### config.mk
export PLATFORM = sky130hd
export DESIGN_NAME = rs232c_io
export DESIGN_NICKNAME = d
export VERILOG_FILES = /design/src/rtl/rs232c_pkg.sv /design/src/rtl/rs232c_io.sv
export SDC_FILE = /design/constraint.sdc
export NUM_CORES = 1
export LEC_CHECK = 0
export BUFFER_PORTS_ARGS = -buffer_cell sky130_fd_sc_hd__buf_4
export CAP_MARGIN = 25
export CORE_MARGIN = 3
export CORE_UTILIZATION = 54
export DETAILED_ROUTE_END_ITERATION = 10
export PLACE_DENSITY = 0.81
export SYNTH_ARGS = -nofsm -noshare
export SYNTH_HDL_FRONTEND = slang
export SYNTH_SLANG_ARGS = --single-unit
### constraint.sdc
create_clock -name clk -period 6.2 [get_ports clk]
set_input_delay 0.62 -clock clk [delete_from_list [all_inputs] [get_ports clk]]
set_output_delay 0.62 -clock clk [all_outputs]
set_load 0.005 [all_outputs]
### src/rtl/rs232c_pkg.sv
// rs232c_pkg
//   Shared definitions for the RS232C I/O instruction dispatcher:
//   opcode constants, the dispatcher state enum, the bytes-per-word
//   derivation and small opcode-classification helpers.
package rs232c_pkg;

    localparam logic [5:0] OP_INPUTB  = 6'b111101;
    localparam logic [5:0] OP_OUTPUTB = 6'b111110;
    localparam logic [5:0] OP_INPUTW  = 6'b111011;
    localparam logic [5:0] OP_OUTPUTW = 6'b111100;

    typedef enum logic [1:0] {
        ST_IDLE = 2'd0,
        ST_RX   = 2'd1,
        ST_TX   = 2'd2
    } state_e;

    // Number of bytes moved by a word opcode.
    function automatic int bytes_of(input int data_w);
        return data_w / 8;
    endfunction

    function automatic logic is_input_op(input logic [5:0] op);
        return (op == OP_INPUTB) || (op == OP_INPUTW);
    endfunction

    function automatic logic is_output_op(input logic [5:0] op);
        return (op == OP_OUTPUTB) || (op == OP_OUTPUTW);
    endfunction

    function automatic logic is_word_op(input logic [5:0] op);
        return (op == OP_INPUTW) || (op == OP_OUTPUTW);
    endfunction

endpackage

### src/rtl/rs232c_io.sv
// rs232c_io
//   Dispatches byte/word RS232C I/O instructions between the decode stage
//   and the UART FIFOs. Output ops stream 1 or BYTES bytes of rt into the
//   TX FIFO; input ops collect 1 or BYTES bytes from the RX FIFO and write
//   the assembled value to the register file. One shared shift register
//   serves both directions.
//
// Ports
//   clk, rst_n        clock, asynchronous active-low reset
//   inst, inst_valid  instruction from decode (op = inst[31:26], dest = inst[20:16])
//   rt                source operand for output ops
//   busy              transfer in flight; new instructions are ignored
//   done              one-cycle pulse when an I/O instruction retires
//   push_send_data    TX FIFO push strobe, send_data is the byte
//   tx_full           TX FIFO full
//   rx_wait           RX FIFO empty; received_data valid when low
//   received_data     RX FIFO head byte
//   rx_pop            RX FIFO pop strobe
//   enable, addr, data  register-file write port
//   float             tied low
module rs232c_io
    import rs232c_pkg::*;
#(
    parameter int DATA_W     = 32,
    parameter bit BIG_ENDIAN = 1'b1
) (
    input  logic              clk,
    input  logic              rst_n,
    input  logic [31:0]       inst,
    input  logic              inst_valid,
    input  logic [DATA_W-1:0] rt,
    output logic              busy,
    output logic              done,
    output logic              push_send_data,
    output logic [7:0]        send_data,
    input  logic              tx_full,
    input  logic              rx_wait,
    input  logic [7:0]        received_data,
    output logic              rx_pop,
    output logic              enable,
    output logic              float,
    output logic [4:0]        addr,
    output logic [DATA_W-1:0] data
);

    localparam int BYTES = bytes_of(DATA_W);
    localparam int CNT_W = $clog2(BYTES + 1);
    localparam logic [CNT_W-1:0] CNT_ONE  = CNT_W'(1);
    localparam logic [CNT_W-1:0] CNT_WORD = CNT_W'(BYTES);

    state_e              state_q, state_d;
    logic [CNT_W-1:0]    cnt_q, cnt_d;       // bytes still to move
    logic [DATA_W-1:0]   shreg_q, shreg_d;   // TX shift-out / RX accumulate
    logic [4:0]          dest_q, dest_d;
    logic                word_q, word_d;
    logic                done_q, done_d;
    logic                enable_q, enable_d;
    logic [4:0]          addr_q, addr_d;
    logic [DATA_W-1:0]   data_q, data_d;

    logic [5:0]          op;
    logic [7:0]          tx_head;
    logic [CNT_W-1:0]    rx_idx;
    logic                last_byte;
    logic                unused_inst_bits;

    assign op               = inst[31:26];
    assign unused_inst_bits = ^{inst[25:21], inst[15:0]};

    // The byte on the wire is always taken from the same end of the shift
    // register; the register shifts toward that end after each push.
    assign tx_head   = BIG_ENDIAN ? shreg_q[DATA_W-1 -: 8] : shreg_q[7:0];
    // Little-endian receive places each byte by its arrival index, so a
    // single-byte INPUTB lands in bits [7:0] without a final realignment.
    assign rx_idx    = (word_q ? CNT_WORD : CNT_ONE) - cnt_q;
    assign last_byte = (cnt_q == CNT_ONE);

    // NOTE: every signal written here gets a default first so no path
    // leaves it unassigned, which would otherwise infer a latch.
    always_comb begin
        state_d        = state_q;
        cnt_d          = cnt_q;
        shreg_d        = shreg_q;
        dest_d         = dest_q;
        word_d         = word_q;
        done_d         = 1'b0;
        enable_d       = 1'b0;
        addr_d         = addr_q;
        data_d         = data_q;
        push_send_data = 1'b0;
        send_data      = 8'h00;
        rx_pop         = 1'b0;

        case (state_q)
            ST_IDLE: begin
                if (inst_valid && (is_input_op(op) || is_output_op(op))) begin
                    dest_d = inst[20:16];
                    word_d = is_word_op(op);
                    cnt_d  = is_word_op(op) ? CNT_WORD : CNT_ONE;
                    if (is_output_op(op)) begin
                        state_d = ST_TX;
                        if (is_word_op(op)) begin
                            shreg_d = rt;
                        end else if (BIG_ENDIAN) begin
                            shreg_d = DATA_W'(rt[7:0]) << (DATA_W - 8);
                        end else begin
                            shreg_d = DATA_W'(rt[7:0]);
                        end
                    end else begin
                        state_d = ST_RX;
                        shreg_d = '0;
                    end
                end
            end

            ST_TX: begin
                send_data      = tx_head;
                push_send_data = ~tx_full;
                if (!tx_full) begin
                    shreg_d = BIG_ENDIAN ? (shreg_q << 8) : (shreg_q >> 8);
                    cnt_d   = cnt_q - CNT_ONE;
                    if (last_byte) begin
                        state_d = ST_IDLE;
                        done_d  = 1'b1;
                    end
                end
            end

            ST_RX: begin
                rx_pop = ~rx_wait;
                if (!rx_wait) begin
                    if (BIG_ENDIAN) begin
                        shreg_d = (shreg_q << 8) | DATA_W'(received_data);
                    end else begin
                        shreg_d = shreg_q | (DATA_W'(received_data) << {rx_idx, 3'b000});
                    end
                    cnt_d = cnt_q - CNT_ONE;
                    if (last_byte) begin
                        state_d  = ST_IDLE;
                        done_d   = 1'b1;
                        enable_d = 1'b1;
                        addr_d   = dest_q;
                        data_d   = shreg_d;
                    end
                end
            end

            default: state_d = ST_IDLE;
        endcase
    end

    // NOTE: sequential state uses non-blocking assignments so every flop
    // samples its _d value from before this edge, independent of order.
    // The write-back registers are reset too: addr/data must read zero
    // after reset, and a reset mid-transfer discards the partial word.
    always_ff @(posedge clk or negedge rst_n) begin
        if (!rst_n) begin
            state_q  <= ST_IDLE;
            cnt_q    <= '0;
            shreg_q  <= '0;
            dest_q   <= '0;
            word_q   <= 1'b0;
            done_q   <= 1'b0;
            enable_q <= 1'b0;
            addr_q   <= '0;
            data_q   <= '0;
        end else begin
            state_q  <= state_d;
            cnt_q    <= cnt_d;
            shreg_q  <= shreg_d;
            dest_q   <= dest_d;
            word_q   <= word_d;
            done_q   <= done_d;
            enable_q <= enable_d;
            addr_q   <= addr_d;
            data_q   <= data_d;
        end
    end

    assign busy   = (state_q != ST_IDLE);
    assign done   = done_q;
    assign enable = enable_q;
    assign addr   = addr_q;
    assign data   = data_q;
    assign float  = 1'b0;

endmodule

After elaboration in Yosys (flattened, before gate mapping)
Index checks and enable logic that the tools add are counted.
{"block": "op_classes", "mux": 25, "shift": 0, "bitwise_logic": 3, "n_lt_le_gt_ge": 0, "div": 0, "n_eq_ne": 10, "mul": 0, "n_reduce_logical": 12, "add_sub_neg": 1}
{"op": "$mux W32", "n": 5}
{"op": "$pmux W32 S3", "n": 1}
{"op": "$or A32 B8 Y32", "n": 1}
{"op": "$eq A6 B6 Y1 const B", "n": 4}
{"op": "$mux W3", "n": 4}
{"op": "$mux W2", "n": 5}
{"op": "$pmux W3 S3", "n": 1}
{"op": "$mux W8", "n": 1}
{"op": "$mux W1", "n": 6}
{"op": "$ne A2 B2 Y1 const B", "n": 3}
{"op": "$pmux W2 S3", "n": 1}
{"op": "$reduce_and A3 Y1", "n": 2}
{"op": "$logic_or A1 B1 Y1", "n": 4}
{"op": "$reduce_and A4 Y1", "n": 1}
{"op": "$eq A3 B1 Y1 const B", "n": 1}
{"op": "$reduce_bool A3 Y1", "n": 1}
{"op": "$sub A3 B1 Y3 const B", "n": 1}
{"op": "$eq A2 B1 Y1 const B", "n": 1}
{"op": "$eq A2 B2 Y1 const B", "n": 1}
{"op": "$logic_not A2 Y1", "n": 1}
{"op": "$not A1 Y1", "n": 2}
{"op": "$pmux W1 S2", "n": 1}
{"op": "$reduce_and A2 Y1", "n": 1}
{"op": "$reduce_bool A2 Y1", "n": 1}
{"op": "$logic_and A1 B1 Y1", "n": 1}
{"block": "totals", "latchBits": 0, "rom_bits": 0, "elab_cells": 59, "mem_bits_rw": 0, "output_inout_bits": 51, "input_bits": 77, "mem_count": 0, "register_bits": 81}

Longest topological paths before layout
Gate-level depths: netlist (run 1).
{"block": "depth", "depth_word": 6, "mapped_depth": 8, "mapped_depth_nobuf": 6}

Worst setup path before layout (run 1)
No wires, ideal clock.
{"block": "synth_path", "path_kind": "input port to flip-flop", "startpoint": "in tx_full", "endpoint": "reg shreg_q[23]", "required_ns": 6.073, "path_buffers": 2, "arrival_time_ns": 2.046, "slack_ns": 4.027, "setup_ns": 0.127, "path_stages": 6, "path_cell_list": "a22o_1 -> a2111oi_4 -> or2_1 -> buf_2 -> buf_4 -> mux2_1"}
{"block": "synth_between", "elab_chain_len": 2}
{"item": "start: declaration", "line": "rs232c_io.sv:36", "text": "input logic tx_full,"}
{"item": "$ne A2 B2 Y1 (no source line)"}
{"item": "$reduce_and A4 Y1 (no source line)"}
{"item": "end signal: assignment", "line": "rs232c_io.sv:170", "text": "shreg_q <= shreg_d;"}
{"item": "end: declaration", "line": "rs232c_io.sv:53", "text": "logic [DATA_W-1:0] shreg_q, shreg_d;"}
No other way between the ends.
A chain may end at the register's enable or synchronous reset.

Worst setup path after layout (run 1)
{"block": "layout_path", "startpoint": "reg state_q[0]", "endpoint": "reg shreg_q[0]"}
{"block": "layout_between", "elab_chain_len": 3, "word_cells_on_any_way": 9, "cone_classes": "eq/ne (5); mux (1); reduce/logical (3)"}
{"item": "start: declaration", "line": "rs232c_io.sv:51", "text": "state_e state_q, state_d;"}
{"item": "start signal: assignment", "line": "rs232c_io.sv:168", "text": "state_q <= state_d;"}
{"item": "$eq A2 B1 Y1, or another cell as far along", "line": "rs232c_io.sv:94", "text": "case (state_q)"}
{"item": "$ne A2 B2 Y1 (no source line) / $reduce_bool A3 Y1 (equally long branches)"}
{"item": "$reduce_and A4 Y1 (no source line)"}
Parallel ways exist; a longest one is shown, timed or not.

==> out/qor.tcl, run 1 <==
set qor(run_status) {finished clean}
set qor(clk-insertion-delay-late_ns) 0.34
set qor(net-switching-power_mw) 0.608
set qor(non_filler_cells_final) 500
set qor(core.rowCount) 30
set qor(ios) 128
set qor(cts.repair_timing.setup_buffer_count) 0
set qor(finalNetCount) 483
set qor(antenna_found_initial) 0
set qor(tightestPinTransition_ns) 0.916
set qor(worst_vdd_drop_mv) 0.217
set qor(final.period_utilization) 0.481
set qor(critical_path.max_fanout) 32
set qor(cts.sinks) 81
set qor(gp_congestion) 0.907
set qor(regToRegStartpoint) {state_q[0]}
set qor(fmaxAchievable_ghz) 0.335
set qor(mappedNetlistArea_mm2) 0.00386
set qor(criticalPathCategory) {reg2reg}
set qor(cts_buffer_depth) 2
set qor(hold_path_class) {in2async}
set qor(clkSlewWorstSetupHoldPaths_ns) 0.08
set qor(postSynthAreaPerCell_um2) 12.8
set qor(cts_max_level) 3
set qor(seq_power_share) 0.419
set qor(crit_path_capture_type) {flip-flop}
set qor(remaining_drc_errors) 0
set qor(cts-buffers-inserted) 9
set qor(report.final.setup_viol) 0
set qor(die_area_mm2) 0.00820
set qor(antenna_cells) 0
set qor(timing.reg2reg.worst_path_depth) 7
set qor(power_leakage_nw) 2.45
set qor(postRouteAntennaNets) 0
set qor(multi_input_area_mm2) 0.00169
set qor(setup_repair_after_global_routing_missed_its_margin) {false}
set qor(cp-start-kind) {flip-flop}
set qor(max-cap-violations) 0
set qor(ys_ff_latch) 81
set qor(finalSetupTns_ns) 0
set qor(drt-pass1-iter-count) 5
set qor(wl_per_cell_um) 17.9
set qor(power_density_mw_per_mm2) 392
set qor(drv_slew) 0
set qor(final_layout_size_suffix_gt1_frac) 0.455
set qor(initial_utilization) 0.562
set qor(via_per_inst) 5.59
set qor(worstPathArrival_ns) 3.21
set qor(timing.final.crit_period_ns) 2.98
set qor(cts_root_buf) {clkbuf_8}
set qor(synth.net_count) 385
set qor(count_of_buffers_from_port_buffering) 105
set qor(design.core.area_mm2) 0.00687
set qor(place.detailed.instances) 484
set qor(dieHeight_um) 90.6
set qor(grt_overflow_total) 0
set qor(critical_path_origin) {state_q[0]}
set qor(netlist_instances) 302
set qor(comb_power_share) 0.367
set qor(final_common_cell) {buf_4}
set qor(grt_pass1_vias) 2957
set qor(nFillCells) 509
set qor(worst_slew_margin) 0.389
set qor(grt_pass1_wl_um) 14700
set qor(finalClockSkew_ns) 0.00834
set qor(post_cts_resized) 0
set qor(yosys_warnings) 0
set qor(cell_internal_power_mw) 1.32
set qor(tritoncts_clock_tree) {done}
set qor(design_area_mm2) 0.00491
set qor(detailroute.via_count) 2796
set qor(critPathRequiredTime_ns) 6.42
set qor(layout.area.seq_mm2) 0.00203
set qor(fraction_of_power_spent_switching_nets) 0.315
set qor(grt_start_max_net_pins) 82
set qor(clockPowerShare) 0.214
set qor(postPlaceCellArea_mm2) 0.00467
set qor(global_routing_usage_summed_across_all_routing_layers) 0.226
set qor(fp.dieW_um) 90.6
set qor(drt_iter0_markers) 144
set qor(cts_hold_buf) 0
set qor(final_hold_viol_count) 0
set qor(synth_seq_area_share) 0.525
set qor(area_delta_synth_final_pct) 27.2
set qor(netlist-cell-type-count) 39
set qor(detailed_place_hpwl_um) 6380
set qor(mostFrequentLayoutCells) {buf_4, dfrtp_1, mux2_2}
set qor(wl_um) 8940
[cells in the mapped netlist]
cell | number | area (um^2)
a31oi_1 | 8 | 50.1
buf_4 | 2 | 15.0
ha_1 | 6 | 75.1
buf_2 | 5 | 25.0
o2111a_1 | 1 | 11.3
nand2b_1 | 2 | 12.5
mux2i_1 | 2 | 20.0
and3_1 | 10 | 62.6
inv_1 | 7 | 26.3
nand2_1 | 10 | 37.5
dfrtp_1 | 81 | 2030
a21boi_0 | 8 | 60.1
nand4b_1 | 1 | 8.76
or3b_2 | 1 | 8.76
a21oi_1 | 1 | 5.00
nand3_1 | 1 | 5.00
a22o_1 | 25 | 219
or4_1 | 1 | 7.51
a221oi_2 | 1 | 15.0
mux2_2 | 55 | 619
conb_1 | 1 | 3.75
a211oi_1 | 1 | 7.51
clkbuf_1 | 12 | 45.0
or2_1 | 1 | 6.26
buf_6 | 3 | 33.8
and2_1 | 8 | 50.1
nor2_1 | 2 | 7.51
a21bo_2 | 1 | 10.0
o21ai_0 | 7 | 35.0
o21a_1 | 3 | 22.5
nor2b_1 | 2 | 12.5
and2_0 | 1 | 6.26
nand4_1 | 1 | 6.26
a2111oi_4 | 2 | 55.1
o21ai_1 | 2 | 10.0
mux2_1 | 13 | 146
a211o_1 | 2 | 17.5
nand3b_4 | 1 | 20.0
nor3_1 | 11 | 55.1
[per-stage QoR]
step | util | hold WS [ns] | setup WS, ns | power, mW
floorplan | - | 0.324 | 4.03 | 1.25
global placement | 0.681 | 0.480 | 3.29 | 1.49
detailed placement | 0.681 | 0.489 | 3.24 | 1.52
CTS | 0.711 | 0.472 | 3.21 | 1.94
global route | 0.715 | 0.0532 | 3.04 | 2.04
finish | 0.715 | 0.0729 | 3.22 | 1.93
[layout make-up]
cell class,instances,area share
clock inverter,3,0.0132
timing repair buffer,109,0.171
clock buffer,12,0.0295
sequential,81,0.413
inverter,7,0.00535
tap,96,0.0245
multi-input combinational,192,0.344
[routing by layer]
metal	global-route usage	vias to the layer above	wire length, um
met2	0.364	93	4360
met4	0.0816	0	142
met3	0.0567	14	549
met5	0	-	0
li1	-	1295	-
met1	0.295	1394	3890
[logic make-up (layout without fill, tap and decap cells)]
kind of cell | Yosys count | count (layout) | share of synthesized area
flops | 81 | 81 | 0.525
mux | 70 | 70 | 0.203
compound gates | 62 | 62 | 0.134
simple gates | 53 | 53 | 0.0794
buf+inv | 29 | 131 | 0.0376
fa+ha+maj | 6 | 6 | 0.0194
other cells | 1 | 1 | 0.000971
[sequential cells by signal (all words and copies together) (netlist names)]
register,cells
done,1
addr,5
cnt_q,3
data,32
shreg_q,32
dest_q,5
state_q,2
enable,1
[path summary, 6_finish.rpt]
| path | endpoint | slack (ns) |
|---|---|---|
| hold / removal | addr[1] | 0.07 |
| max in group asynchronous | data[4] | 5.57 |
| setup reg to reg | shreg_q[0] | 3.22 |
| hold reg to reg | addr[4] | 0.50 |
| min in group clk | addr[4] | 0.50 |
| setup / recovery | shreg_q[0] | 3.22 |
[worst max-delay path: stages (launching register included)]
cell	delay (ns)
dfrtp_1	0.38
inv_1	0.09
ha_1	0.32
a22o_1	0.32
a2111oi_4	0.70
or2_1	0.26
buf_4	0.40
mux2_2	0.39
[power groups by stage]
stage	clock, mW	combinational [mW]	sequential [mW]
floorplan	0	0.455	0.793
global placement	0	0.680	0.808
detailed placement	0	0.707	0.817
CTS	0.418	0.713	0.808
global route	0.441	0.771	0.829
finish	0.412	0.707	0.808
No activity file was read; power rests on OpenSTA's default activity.
==> run 2, diff against run 1 <==
--- a/config.mk
+++ b/config.mk
@@ -5,12 +5,13 @@
 export SDC_FILE = /design/constraint.sdc
 export NUM_CORES = 1
 export LEC_CHECK = 0
+export ABC_AREA = 1
 export BUFFER_PORTS_ARGS = -buffer_cell sky130_fd_sc_hd__buf_4
 export CAP_MARGIN = 25
 export CORE_MARGIN = 3
-export CORE_UTILIZATION = 54
+export CORE_UTILIZATION = 51
 export DETAILED_ROUTE_END_ITERATION = 10
-export PLACE_DENSITY = 0.81
+export PLACE_DENSITY = 0.76
 export SYNTH_ARGS = -nofsm -noshare
 export SYNTH_HDL_FRONTEND = slang
 export SYNTH_SLANG_ARGS = --single-unit
==> constraint.sdc (replaced) <==
create_clock -name clk -period 2.9 [get_ports clk]
set_input_delay 0.29 -clock clk [delete_from_list [all_inputs] [get_ports clk]]
set_output_delay 0.29 -clock clk [all_outputs]
set_load 0.005 [all_outputs]
==> run 2 against run 1 <==
Cell count grew 46%; critical path type unchanged; first-iteration DRC count is 110% higher; wire length grew 16%; clock skew grew 0.00064 ns; non-clock buffer count rose by 2; via count rose by 31%; sequential power is 110% higher.
==> out/qor.tcl, run 2 <==
set qor(run_status) {finished clean}
set qor(drt-pass1-iter-count) 6 ;# +1
set qor(cts_hold_buf) 0 ;# unchanged
set qor(cts.sinks) 81 ;# unchanged
set qor(cp-start-kind) {flip-flop}
set qor(cts_max_level) 3 ;# unchanged
set qor(antenna_cells) 0 ;# unchanged
set qor(timing.final.crit_period_ns) 2.09 ;# -0.897 ns
set qor(ys_dominant_reg_cell) {dfrtp_1}
set qor(postSynthAreaPerCell_um2) 7.57 ;# -41%
set qor(global_routing_usage_summed_across_all_routing_layers) 0.246 ;# +0.0202
set qor(area_delta_synth_final_pct) 25.8
set qor(max-cap-violations) 0 ;# unchanged
set qor(yosys_warnings) 0 ;# unchanged
set qor(post_cts_resized) 0 ;# unchanged
set qor(mappedNetlistArea_mm2) 0.00401 ;# +3.9%
set qor(p_total_mw) 3.96 ;# +110%
set qor(design.core.area_mm2) 0.00745 ;# +8.4%
set qor(fp.dieW_um) 94.7 ;# +4.6%
set qor(power_leakage_nw) 2.98 ;# +21%
set qor(critical_path.max_fanout) 24 ;# -25%
set qor(yosys-top-cells-area) {dfrtp_1, nand2_1, nand3_1}
set qor(report.final.setup_viol) 0 ;# unchanged
set qor(clk-insertion-delay-late_ns) 0.35 ;# about the same
set qor(detailroute.via_count) 3676 ;# +31%
set qor(dieHeight_um) 94.7 ;# +4.6%
set qor(mostFrequentLayoutCells) {nand2_1, buf_4, dfrtp_1}
set qor(grt_pass1_wl_um) 17100 ;# +16%
set qor(post_synth_edffs) 0 ;# unchanged
set qor(grt_overflow_total) 0 ;# unchanged
set qor(via_per_inst) 5.03 ;# -10%
set qor(remaining_drc_errors) 0 ;# unchanged
set qor(postPlaceCellArea_mm2) 0.00480 ;# +2.8%
set qor(finalNetCount) 710 ;# +47%
set qor(synthMostInstantiatedCell) {nand2_1}
set qor(power_density_mw_per_mm2) 786 ;# +100%
set qor(synth.net_count) 613 ;# +59%
set qor(cts.repair_timing.setup_buffer_count) 0 ;# unchanged
set qor(drv_slew) 0 ;# unchanged
set qor(wl_um) 10400 ;# +16%
set qor(grt_pass1_vias) 3581 ;# +21%
set qor(drt_iter0_markers) 303 ;# +110%
set qor(antenna_found_initial) 0 ;# unchanged
set qor(final_hold_viol_count) 0 ;# unchanged
set qor(design_area_mm2) 0.00505 ;# +2.7%
set qor(count_of_buffers_from_port_buffering) 105 ;# unchanged
set qor(worst_slew_margin) 0.564 ;# +0.175
set qor(setup_repair_after_global_routing_missed_its_margin) {false}
set qor(finalSetupTns_ns) 0 ;# unchanged
set qor(detailed_place_hpwl_um) 7150 ;# +12%
set qor(worst_vdd_drop_mv) 0.425 ;# +96%
set qor(die_area_mm2) 0.00897 ;# +9.4%
set qor(tritoncts_clock_tree) {done}
set qor(cts_buffer_depth) 2 ;# unchanged
set qor(fmaxAchievable_ghz) 0.479 ;# +43%
set qor(initial_utilization) 0.539 ;# -0.0233
set qor(clkSlewWorstSetupHoldPaths_ns) 0.08 ;# about the same
set qor(hold_path_class) {in2reg}
set qor(postRouteAntennaNets) 0 ;# unchanged
set qor(crit_path_capture_type) {flip-flop}
set qor(cts_root_buf) {clkbuf_8}
set qor(criticalPathCategory) {reg2reg}
set qor(finalClockSkew_ns) 0.00898 ;# +0.000642 ns
set qor(ys_async_sr_fraction) 1.00 ;# unchanged
set qor(final.period_utilization) 0.719 ;# +0.238
set qor(tightestPinTransition_ns) 0.652 ;# -0.265 ns
set qor(critPathRequiredTime_ns) 3.18 ;# -3.24 ns
set qor(netlist-cell-type-count) 22 ;# -44%
set qor(synth_top_cell_by_area) {dfrtp_1}
set qor(ios) 128 ;# unchanged
set qor(synth_seq_area_share) 0.505 ;# -0.0198
set qor(final_common_cell) {nand2_1}
set qor(worstPathArrival_ns) 2.37 ;# -0.84 ns
set qor(cts-buffers-inserted) 9 ;# unchanged
set qor(final_layout_size_suffix_gt1_frac) 0.218 ;# -0.237
set qor(grt_start_max_net_pins) 82 ;# unchanged
set qor(core.rowCount) 31 ;# +3.3%
set qor(yosys-top-cells-count) {nand2_1, dfrtp_1, nand3_1}
set qor(yosysTopAreaCellShare) 0.505 ;# -0.0198
set qor(ys_ff_latch) 81 ;# unchanged
set qor(wl_per_cell_um) 14.2 ;# -21%
set qor(gp_congestion) 0.783 ;# -14%
set qor(netlist_instances) 530 ;# +75%
## run 2: cell count changes after synthesis, sizes merged, moves of 9 or more
cell,delta
a22o,-24
and2,-9
and3,-10
buf,+10
inv,+30
mux2,-68
nand2,+288
nand3,+43
nor3,-11
## run 2: cells by family (layout without fill, tap and decap cells)
kind of cell / Yosys count / after routing / share of synthesized area
other: 1 / 1 / 0.000935
DFF: 81 / 81 / 0.505
buffers and inverters: 62 / 164 / 0.0720
xor gates and xnor gates: 1 / 1 / 0.00218
and+or+nand+nor: 360 / 360 / 0.376
adders and majority gates: 6 / 6 / 0.0187
AOI/OAI and AO/OA: 19 / 19 / 0.0246
## run 2: where the power goes
part	total (mW)	leakage [nW]	switching, mW	internal [mW]
clock network	0.839	0.0962	0.413	0.426
registers	1.69	1.09	0.218	1.47
logic	1.44	1.80	0.825	0.611
total	3.96	2.98	1.46	2.51
## run 2: cell type report
type	count	area [um^2]
Fill cell	657	2400
Sequential cell	81	2030
Multi-Input combinational cell	387	1700
Timing Repair Buffer	111	856
Clock buffer	11	141
Inverter	37	139
Tap cell	99	124
Clock inverter	5	62.6
## run 2: worst paths after layout
check                            from          end  slack [ns]  depth (start not counted)
max in group asynchronous       rst_n     data[27]        2.05                          3
min reg2reg                  data[15]     data[15]        0.48                          2
max                        state_q[1]  shreg_q[25]        0.81                          9
min in group asynchronous       rst_n      addr[3]        0.29                          2
max reg2reg                state_q[1]  shreg_q[25]        0.81                          9
min                          inst[19]    dest_q[3]        0.15                          3
## run 2: worst max-delay path, cell delays in order (launching register included)
cell	delay, ns
dfrtp_1	0.40
inv_1	0.08
ha_1	0.51
inv_1	0.18
a21oi_1	0.17
buf_4	0.30
nand2_1	0.14
nand2_1	0.09
nand2_1	0.05
nand2_1	0.09
## run 2: through the flow
stage               setup slack [ns]   util  cells  hold WS, ns
finish                         0.814  0.678    731        0.150
floorplan                       1.28      -    530     -0.00559
global route                   0.612  0.678    731        0.144
global placement               0.899  0.645    713        0.464
CTS                            0.818  0.673    729        0.140
detailed placement             0.840  0.645    713        0.466
## run 2: per-layer routing
layer,GRT usage,vias up,wire (um)
met4,0.0637,0,142
met2,0.402,142,4870
met5,0,-,0
li1,-,1813,-
met3,0.0669,16,950
met1,0.324,1705,4400
==> run 3, diff against run 2 <==
==> constraint.sdc (replaced) <==
create_clock -name clk -period 2.1 [get_ports clk]
set_input_delay 0.21 -clock clk [delete_from_list [all_inputs] [get_ports clk]]
set_output_delay 0.21 -clock clk [all_outputs]
set_load 0.005 [all_outputs]
==> run 3 against run 2 <==
Combinational power increased by 51%; register-to-register slack got worse by 0.57 ns; worst setup slack got worse by 0.57 ns; critical path type unchanged; highest routed layer unchanged.
==> out/qor.tcl, run 3 (same netlist as run 2, synthesis figures left out) <==
set qor(final_hold_viol_count) 0 ;# unchanged
set qor(grt_start_max_net_pins) 44 ;# -46%
set qor(core.rowCount) 31 ;# unchanged
set qor(clkSlewWorstSetupHoldPaths_ns) 0.08 ;# about the same
set qor(critical_path.most_common_cell) {nand2_1}
set qor(drv_slew) 0 ;# unchanged
set qor(count_of_buffers_from_port_buffering) 105 ;# unchanged
set qor(worstPathArrival_ns) 2.14 ;# -0.23 ns
set qor(cts_root_buf) {clkbuf_8}
set qor(crit_path_capture_type) {flip-flop}
set qor(worst_vdd_drop_mv) 0.658 ;# +55%
set qor(gp_congestion) 0.805 ;# +2.8%
set qor(met2WireLength_um) 4930 ;# +1.2%
set qor(seq_power_share) 0.419 ;# -0.007
set qor(clk-insertion-delay-late_ns) 0.35 ;# about the same
set qor(criticalPathCategory) {reg2reg}
set qor(max-cap-violations) 0 ;# unchanged
set qor(cp-start-kind) {flip-flop}
set qor(area_delta_synth_final_pct) 27.8
set qor(antenna_found_initial) 0 ;# unchanged
set qor(power_leakage_nw) 3.02 ;# +1.5%
set qor(timing.final.crit_period_ns) 1.85 ;# -0.233 ns
set qor(cell_by_cell_listing_of_the_critical_path) {inv_1, ha_1, inv_1, a21oi_1, buf_12, nand2_1, nand2_1, nand2_1, nand2_1}
set qor(postRouteAntennaNets) 0 ;# unchanged
set qor(ios) 128 ;# unchanged
set qor(grt_pass1_wl_um) 16800 ;# -1.9%
set qor(final.period_utilization) 0.883 ;# +0.163
set qor(grt_pass1_vias) 3570 ;# -0.31%
set qor(cts_max_level) 3 ;# unchanged
set qor(wl_met3_um) 775 ;# -18%
set qor(initial_utilization) 0.539 ;# unchanged
set qor(dieHeight_um) 94.7 ;# unchanged
set qor(power_density_mw_per_mm2) 1080 ;# +38%
set qor(drt_iter0_markers) 283 ;# -6.6%
set qor(fraction_of_power_spent_switching_nets) 0.370 ;# +0.00299
set qor(met1Wirelength_um) 4590 ;# +4.4%
set qor(final_layout_size_suffix_gt1_frac) 0.228 ;# +0.00977
set qor(report.final.setup_viol) 0 ;# unchanged
set qor(die_area_mm2) 0.00897 ;# unchanged
set qor(cts-buffers-inserted) 9 ;# unchanged
set qor(hold_path_class) {in2reg}
set qor(design.core.area_mm2) 0.00745 ;# unchanged
set qor(finalSetupTns_ns) 0 ;# unchanged
set qor(worst_path_max_delay_cell) {dfrtp_1}
set qor(global_routing_usage_summed_across_all_routing_layers) 0.242 ;# -0.00416
set qor(remaining_drc_errors) 0 ;# unchanged
set qor(finalNetCount) 718 ;# +1.1%
set qor(setup_repair_after_global_routing_missed_its_margin) {false}
set qor(detailed_place_hpwl_um) 7290 ;# +2.0%
set qor(final_common_cell) {nand2_1}
set qor(comb_power_share) 0.391 ;# +0.029
set qor(critical_path.max_fanout) 24 ;# unchanged
set qor(antenna_cells) 0 ;# unchanged
set qor(critPathRequiredTime_ns) 2.39 ;# -0.79 ns
set qor(via_per_inst) 5.03 ;# about the same
set qor(holdWs_ns) 0.0742 ;# -0.0755 ns
set qor(run_status) {finished clean}
set qor(cts_buffer_depth) 2 ;# unchanged
set qor(grt_overflow_total) 0 ;# unchanged
set qor(finalClockSkew_ns) 0.00960 ;# +0.000618 ns
set qor(fp.dieW_um) 94.7 ;# unchanged
set qor(critPathMaxStageDelay_ns) 0.42 ;# -0.09 ns
set qor(detailroute.via_count) 3718 ;# +1.1%
set qor(fmaxAchievable_ghz) 0.539 ;# +13%
set qor(wl_per_cell_um) 14.1 ;# -0.37%
set qor(cell_internal_power_mw) 3.50 ;# +40%
set qor(cts.sinks) 81 ;# unchanged
set qor(mostFrequentLayoutCells) {nand2_1, buf_4, dfrtp_1}
set qor(tritoncts_clock_tree) {done}
set qor(wl_um) 10400 ;# +0.72%
set qor(highest_layer) {met4}
set qor(net-switching-power_mw) 2.06 ;# +41%
set qor(drt-pass1-iter-count) 6 ;# unchanged
set qor(clockPowerShare) 0.189 ;# -0.023
==> run 3: cell count changes in the layout (fill, tap and decap cells not counted), sizes merged <==
cell / change
clkinvlp: -1
buf: +7
bufinv: -1
clkbuf: +1
clkinv: +1
nor2: +1
==> run 3: worst paths after layout <==
| kind | start | to | slack, ns | cells past startpoint |
|---|---|---|---|---|
| worst max-delay path | state_q[0] | shreg_q[25] | 0.25 | 9 |
| worst min-delay path | inst[20] | dest_q[4] | 0.07 | 3 |
| worst max register to register | state_q[0] | shreg_q[25] | 0.25 | 9 |
| worst min register to register | data[18] | data[18] | 0.48 | 2 |
| max in group asynchronous | rst_n | data[8] | 1.16 | 3 |
| min in group asynchronous | rst_n | addr[4] | 0.31 | 2 |
==> run 3: final cells by class <==
| class | instances | area, um^2 |
|---|---|---|
| fill | 644 | 2320 |
| sequential | 81 | 2030 |
| multi-input combinational | 388 | 1710 |
| timing repair buffer | 118 | 951 |
| clock buffer | 12 | 155 |
| inverter | 37 | 139 |
| tap | 99 | 124 |
| clock inverter | 4 | 26.3 |
==> run 3: power groups by stage <==
| stage | Combinational [mW] | Clock, mW | Sequential, mW |
|---|---|---|---|
| global placement | 2.03 | 0 | 2.34 |
| detailed placement | 2.08 | 0 | 2.35 |
| floorplan | 1.17 | 0 | 2.32 |
| global route | 2.44 | 1.14 | 2.39 |
| finish | 2.18 | 1.05 | 2.33 |
| CTS | 2.10 | 1.07 | 2.33 |
==> run 3: layer usage <==
| metal | GRT usage | vias to the layer above |
|---|---|---|
| met5 | 0 | - |
| met4 | 0.0841 | 0 |
| met3 | 0.0566 | 14 |
| met2 | 0.376 | 146 |
| met1 | 0.332 | 1728 |
| li1 | - | 1830 |
==> run 3: repair_timing <==
| item | 4_1_cts | 5_1_grt |
|---|---|---|
| resized for setup | 0 | 0 |
| endpoints found under the setup margin | 0 | 32 |
| hold endpoints to repair | 25 | 0 |
| hold buffers | 1 | 0 |
| setup buffers | 0 | 1 |
==> run 3: critical path: cells and delay by family, from the launching register on <==
kind,cells,cell delay [ns]
compound gates,1,0.27
fa+ha+maj,1,0.37
buf+inv,3,0.41
flops,1,0.42
simple gates,4,0.32
==> run 3: per-stage QoR <==
| stage | utilization | cell area [um^2] | total power, mW | std cells | setup WS, ns |
|---|---|---|---|---|---|
| final | 0.689 | 5130 | 5.56 | 739 | 0.246 |
| after floorplan | - | 4010 | 3.49 | 530 | 0.475 |
| after detailed placement | 0.659 | 4910 | 4.44 | 720 | 0.157 |
| after global placement | 0.659 | 4910 | 4.37 | 720 | 0.212 |
| after CTS | 0.685 | 5100 | 5.49 | 737 | 0.140 |
| after global routing | 0.689 | 5130 | 5.97 | 739 | 0.0939 |
